### src/rtl/wb_alarm_mon.sv
// wb_alarm_mon: multi-channel alarm monitor on the Wishbone bus.
// Each raw alarm input is synchronised and rising-edge detected. Enabled
// channels set a sticky latch (write-1-to-clear) and bump a saturating
// event counter. Latches gated by IRQ_MASK produce a registered interrupt.
module wb_alarm_mon #(
    parameter int          NUM_CH    = 4,
    parameter int          CTR_W     = 8,
    parameter logic [31:0] BASE_ADDR = 32'h3000_0000
) (
    input  logic              clk,
    input  logic              reset,
    input  logic              i_wb_cyc,
    input  logic              i_wb_stb,
    input  logic              i_wb_we,
    input  logic [31:0]       i_wb_addr,
    input  logic [31:0]       i_wb_data,
    output logic              o_wb_ack,
    output logic              o_wb_stall,
    output logic [31:0]       o_wb_data,
    input  logic [NUM_CH-1:0] alarm_i,
    output logic [NUM_CH-1:0] ch_en_o,
    output logic              irq_o
);

    localparam logic [5:0]       IDX_CTRL   = 6'd0;
    localparam logic [5:0]       IDX_STATUS = 6'd1;
    localparam logic [5:0]       IDX_MASK   = 6'd2;
    localparam logic [CTR_W-1:0] CTR_MAX    = {CTR_W{1'b1}};

    logic              accept;
    logic              sel;
    logic              wr;
    logic [5:0]        widx;
    logic [NUM_CH-1:0] sync_1;
    logic [NUM_CH-1:0] sync_s;
    logic [NUM_CH-1:0] prev;
    logic [NUM_CH-1:0] edge_det;
    logic [NUM_CH-1:0] hit;
    logic [NUM_CH-1:0] ch_en;
    logic [NUM_CH-1:0] mask;
    logic [NUM_CH-1:0] latch;
    logic [NUM_CH-1:0] w1c;
    logic [NUM_CH-1:0] ctr_clr;
    logic [CTR_W-1:0]  ctr [NUM_CH];
    logic [31:0]       rd_data;
    logic              unused_bits;

    assign accept     = i_wb_cyc & i_wb_stb;
    assign sel        = (i_wb_addr[31:8] == BASE_ADDR[31:8]);
    assign wr         = accept & sel & i_wb_we;
    assign widx       = i_wb_addr[7:2];
    assign edge_det   = sync_s & ~prev;
    assign hit        = edge_det & ch_en;
    assign o_wb_stall = 1'b0;
    assign ch_en_o    = ch_en;
    assign unused_bits = ^{i_wb_addr[1:0], i_wb_data};

    // Two-flop synchroniser followed by the previous-value register for edge detect
    always_ff @(posedge clk or posedge reset) begin
        if (reset) begin
            sync_1 <= '0;
            sync_s <= '0;
            prev   <= '0;
        end else begin
            sync_1 <= alarm_i;
            sync_s <= sync_1;
            prev   <= sync_s;
        end
    end

    // Per-channel write strobes: W1C mask for STATUS and clear pulses for CTR[n]
    always_comb begin
        w1c     = '0;
        ctr_clr = '0;
        if (wr && widx == IDX_STATUS)
            w1c = i_wb_data[NUM_CH-1:0];
        for (int n = 0; n < NUM_CH; n++) begin
            if (wr && int'(widx) == n + 4)
                ctr_clr[n] = 1'b1;
        end
    end

    // Configuration registers
    always_ff @(posedge clk or posedge reset) begin
        if (reset) begin
            ch_en <= '0;
            mask  <= '0;
        end else begin
            if (wr && widx == IDX_CTRL)
                ch_en <= i_wb_data[NUM_CH-1:0];
            if (wr && widx == IDX_MASK)
                mask <= i_wb_data[NUM_CH-1:0];
        end
    end

    // Sticky latches; a new qualifying edge beats a same-cycle W1C
    always_ff @(posedge clk or posedge reset) begin
        if (reset)
            latch <= '0;
        else
            latch <= (latch & ~w1c) | hit;
    end

    // Saturating event counters; an edge during a clear leaves a count of one
    always_ff @(posedge clk or posedge reset) begin
        if (reset) begin
            for (int n = 0; n < NUM_CH; n++)
                ctr[n] <= '0;
        end else begin
            for (int n = 0; n < NUM_CH; n++) begin
                if (hit[n]) begin
                    if (ctr_clr[n])
                        ctr[n] <= CTR_W'(1);
                    else if (ctr[n] != CTR_MAX)
                        ctr[n] <= ctr[n] + CTR_W'(1);
                end else if (ctr_clr[n]) begin
                    ctr[n] <= '0;
                end
            end
        end
    end

    // Read mux over the current register values; unselected or unmapped reads give 0
    always_comb begin
        rd_data = '0;
        if (sel) begin
            case (widx)
                IDX_CTRL:   rd_data[NUM_CH-1:0] = ch_en;
                IDX_STATUS: begin
                    rd_data[NUM_CH-1:0]     = latch;
                    rd_data[16+NUM_CH-1:16] = sync_s;
                end
                IDX_MASK:   rd_data[NUM_CH-1:0] = mask;
                default: begin
                    for (int n = 0; n < NUM_CH; n++) begin
                        if (int'(widx) == n + 4)
                            rd_data[CTR_W-1:0] = ctr[n];
                    end
                end
            endcase
        end
    end

    // Bus response: one ack per accepted request, read data captured alongside it
    always_ff @(posedge clk or posedge reset) begin
        if (reset) begin
            o_wb_ack  <= 1'b0;
            o_wb_data <= '0;
        end else begin
            o_wb_ack <= accept;
            if (accept && !i_wb_we)
                o_wb_data <= rd_data;
        end
    end

    // Registered interrupt from masked latches
    always_ff @(posedge clk or posedge reset) begin
        if (reset)
            irq_o <= 1'b0;
        else
            irq_o <= |(latch & mask);
    end

endmodule

### config.mk
export PLATFORM = sky130hd
export DESIGN_NAME = wb_alarm_mon
export DESIGN_NICKNAME = d
export VERILOG_FILES = /design/src/rtl/wb_alarm_mon.sv
export SDC_FILE = /design/constraint.sdc
export NUM_CORES = 1
export LEC_CHECK = 0
export ABC_AREA = 0
export CORE_MARGIN = 2
export CORE_UTILIZATION = 52
export DETAILED_ROUTE_END_ITERATION = 16
export GPL_TIMING_DRIVEN = 0
export HOLD_SLACK_MARGIN = 0.1
export PLACE_DENSITY = 0.95
export SYNTH_ARGS = -nofsm -noshare
export SYNTH_HDL_FRONTEND = slang
export SYNTH_SLANG_ARGS = --single-unit
### constraint.sdc
create_clock -name clk -period 4.8 [get_ports clk]
set_input_delay 0.48 -clock clk [delete_from_list [all_inputs] [get_ports clk]]
set_output_delay 0.48 -clock clk [all_outputs]
set_load 0.005 [all_outputs]
Word-level counts from Yosys, hierarchy flattened --
Index checks and enable logic that the tools add are counted.
Word-level totals: bits in registers 70, input port bits 73, output and inout bits 39, word-level logic and storage cells 92
Operators by class: $add $sub $neg 4, equality and inequality tests 11, multiplexer cells 30, bitwise gates (word level) 10, reductions and logical operators 24
Operators with widths (count):
- two-way mux 8 bit | 21
- adder 8 x 1 -> 8 bit (second input constant) | 4
- inequality test 8 bit (second input constant) | 4
- equality test 24 x 22 -> 1 bit (second input constant) | 1
- equality test 6 x 4 -> 1 bit (second input constant) | 4
- AND 4 bit | 4
- two-way mux 4 bit | 4
- nonzero test 2 bit | 8
- case mux 4 bit (3 select lines) | 1
- logical AND 1 bit | 8
- NOT 4 bit | 2
- AND reduction 2 bit | 4
- equality test 6 x 1 -> 1 bit (second input constant) | 1
- equality test 6 x 2 -> 1 bit (second input constant) | 1
- logical NOT 6 bit | 1
- two-way mux 1 bit | 4
- bitwise OR 4 bit | 1
- OR reduction 4 bit | 1
- AND 1 bit | 3
- OR reduction 3 bit | 1
- logical NOT 1 bit | 1

Longest topological paths before layout --
depth in word-level cells 8, depth in mapped cells 6, depth with buffers taken out 5

Least setup slack after synthesis --
OpenSTA, ideal clock, no wires.
path type input port to flip-flop, start point input port i_wb_addr[27], end point register latch[0], setup time 0.126 ns, arrival time 1.886 ns, data required time 4.674 ns, path slack 2.788 ns, cell stages on the path 5, path buffers 1, path through nor4b_2 -> nand4_2 -> buf_6 -> or3_4 -> o32a_1
Between the ends: cells in the longest elaborated chain, start to end 8
RTL lines:
- start, declared | RTL line 15 | input logic [31:0] i_wb_addr,
- equality test 24 x 22 -> 1 bit | RTL line 49 | assign sel = (i_wb_addr[31:8] == BASE_ADDR[31:8]);
- AND 1 bit (2 in a row) | RTL line 50 | assign wr = accept & sel & i_wb_we;
- logical AND 1 bit | RTL line 75 | if (wr && widx == IDX_STATUS)
- two-way mux 4 bit | RTL line 75
- NOT 4 bit | RTL line 101 | latch <= (latch & ~w1c) | hit;
- AND 4 bit | RTL line 101
- bitwise OR 4 bit | RTL line 101
- end signal, assigned | RTL line 101
- end, declared | RTL line 41 | logic [NUM_CH-1:0] latch;
Every way passes these cells. A chain may end at the register's enable or synchronous reset.

Worst setup path after layout --
start point input port i_wb_addr[5], end point register ctr[0] in the netlist's numbering
Between the ends: cells in the longest elaborated chain, start to end 5, elaborated cells between the ends (all ways) 8, those cells by class 1 x eq/ne; 3 x mux; 4 x reduce/logical
RTL lines:
- equality test 6 x 4 -> 1 bit (*) | RTL line 78 | if (wr && int'(widx) == n + 4)
- logical AND 1 bit (*) | RTL line 78
- two-way mux 1 bit (*) | RTL line 78
- two-way mux 8 bit / nonzero test 2 bit (equally long branches)
- two-way mux 8 bit / AND reduction 2 bit (equally long branches)
- end signal, assigned by index | RTL line 115 | ctr[n] <= ctr[n] + CTR_W'(1);
- end, declared | RTL line 44 | logic [CTR_W-1:0] ctr [NUM_CH];
Every way passes the cells marked *; elsewhere a longest branch is shown, timed or not.

==> run metrics <==
CP bufs+invs=1; Post-Route WL=10.18 mm; number of vias per cell=5.996; commonest non-fill, non-tap cell in the layout=dfrtp_1; Sink Count=70; Placement Cell Area=4736 um2; #FFs+latches synth=70; Syn-to-layout area delta=26.59%; CTS Hold Buffers Added=0; nets@finish=544; detailed-route DRC error count=0; CTS clock-pin slew for the worst setup and hold paths=0.07 ns; chip width=91.09 um; post-synthesis cell count=377; placed insts=555; Max Fclk=402.2 MHz; WL/cell=17.83 um; First DRT Iteration DRCs=373; Final ANT Viol Nets=0; row count=31; Reg area=1752 um2; family with the most delay on the worst path=simple AND/OR/NAND/NOR gates; Setup TNS=0 ns; first-pass GRT wire length=16.56 mm; status=finished clean; clock root buffer master=clkbuf_8; Core Footprint=7292 um2; async set or reset register ratio after synthesis=100.0%; final slew viol count=0; Critical Path Fanout Max=8; critical path startpoint category=input port; Initial Utilization=54.08%; IO Pins=112; Num CTS Buffers=9; later-pin clock latency in the skew report=0.36 ns; Syn Std Cell Area=3944 um2; slowest stage delay, CP=0.63 ns; CTS tree=done; RePlAce Congestion=0.9230; CTS Buffer Depth=2; H-tree levels=3; die area=8296 um2; Worst VDD drop=0.0003819 V; die height=91.09 um; unrepaired setup endpoints after global routing=no; final instance area=4992 um2; # Max-Cap Violations=0; ANT cells=0; crit-path cells=clkdlybuf4s50_1, nor4b_2, nand3_1, nor3_2, o21ai_0; final cycle utilization of the critical path=51.80%; EDFF count, synth=0; final worst path period need=2.486 ns; Crit. End Element=flip-flop; P_leak=2.143 nW; filler cell count=526; Final Core Density=68.46%; hold slack=0.3490 ns; pwr dens=261.7 nW/um2; slew margin rel.=43.64%; TritonRoute pass-1 iters=5; Crit path required time=5.02 ns; global route overflow=0; vias in the first global route=3323; worst hold path type=reg -> reg; register area share after synthesis=44.42%; area occupied by multi-input gates=2033 um2; Clock Skew=0.01047 ns; DR vias=3424; syn_area_per_cell=10.46 um2; Layout Cells excl Fill=571; largest net degree at the start of global routing=71; critical path type=in -> reg; setup bufs post-CTS=0; commonest cells after routing, fill and taps aside=70 x dfrtp_1, 59 x clkdlybuf4s50_1, 38 x nand2_1, 33 x nor2_1, 22 x mux2i_1; library cells used by synthesis=53; Total GRT Usage=25.54%; layout cell share with drive strength beyond 1=16.95%; top_reg_cell synth=dfrtp_1; worst-margin pin slew=0.8454 ns; PortBufs=59; Final Hold Vio Count=0; WP data arrival=2.70 ns; CTS resizes=0; Ys Warns=0; Max stage delay cell, worst path=nor4b_2; final setup fails=0; post-DP HPWL=7.246 mm; antenna violations before repair=0
==> cells by family (layout without fill, tap and decap cells) <==
logic type	after synthesis	after routing	share of synthesized area, %
other cells	1	21	0.09509
mux	38	38	11.29
flops	70	70	44.42
xor+xnor	9	9	1.999
simple gates	161	161	24.78
compound gates	58	58	10.22
fa+ha+maj	4	4	1.269
buf+inv	36	111	5.933
==> final timing paths <==
path	from	endpoint	slack (ns)	depth (start not counted)
worst max-delay path	i_wb_addr[5]	ctr[0]	2.31	5
worst min-delay path	sync_1[0]	sync_s[0]	0.35	0
worst max register to register	ctr[0]	ctr[0]	2.88	5
worst min register to register	sync_1[0]	sync_s[0]	0.35	0
max in group asynchronous	reset	sync_s[2]	3.61	2
min in group asynchronous	reset	o_wb_data[19]	0.65	2
==> per-layer routing <==
| metal | part of all wire (%) | GRT usage (%) |
|---|---|---|
| met5 | 0 | 0 |
| met4 | 3.1 | 10.35 |
| met3 | 10 | 7.967 |
| met2 | 49 | 41.36 |
| met1 | 38 | 31.88 |
==> registers in the layout, summed over array words and instances (netlist names) <==
name,flops
prev,4
latch,4
sync_1,4
mask,4
o_wb_data,12
sync_s,4
ch_en_o,4
ctr,32
o_wb_ack,1
irq_o,1
==> through the flow <==
stage | setup WS, ns | power [mW]
after floorplan | 2.552 | 0.6590
final | 2.314 | 1.306
after global placement | 1.452 | 0.7051
after CTS | 2.391 | 1.312
after global routing | 2.306 | 1.343
after detailed placement | 2.020 | 0.7086
==> Yosys cell counts, drive strengths merged (5+ instances only) <==
cell / count / share of area (%)
mux2i: 22 / 5.6
xor2: 9 / 2.0
nor4: 10 / 3.8
dfrtp: 70 / 44
nor2: 33 / 3.1
o31ai: 7 / 1.3
buf: 29 / 5.3
clkbuf: 6 / 0.57
o211ai: 5 / 0.95
o21ai: 16 / 2.0
a21oi: 9 / 1.1
nand2b: 6 / 0.95
nand4: 11 / 1.9
o22a: 9 / 2.0
nand3b: 5 / 0.95
nand3: 13 / 1.6
and3: 8 / 1.3
nor3: 7 / 1.0
nand2: 39 / 3.8
mux2: 12 / 3.4
==> worst register-to-register path, cell delays in order, from the launching register on <==
cell     delay, ns
dfrtp_1       0.44
ha_1          0.20
nand3_1       0.17
o31ai_1       0.63
o32a_1        0.26
o21ai_0       0.08
==> area by class of cell <==
cell class	count	area share, %
Timing Repair Buffer	59	11.83
Multi-Input combinational cell	291	40.73
Tap cell	99	2.481
Sequential cell	70	35.09
Buffer	35	4.612
Clock inverter	5	2.105
Inverter	1	0.1253
Clock buffer	11	3.033
==> power breakdown <==
group	total, mW	switching (mW)	internal, mW
logic	0.0998	0.0456	0.0542
clock network	0.608	0.235	0.373
registers	0.598	0.00333	0.595
Note: power is estimated with default switching activity, not from simulation.
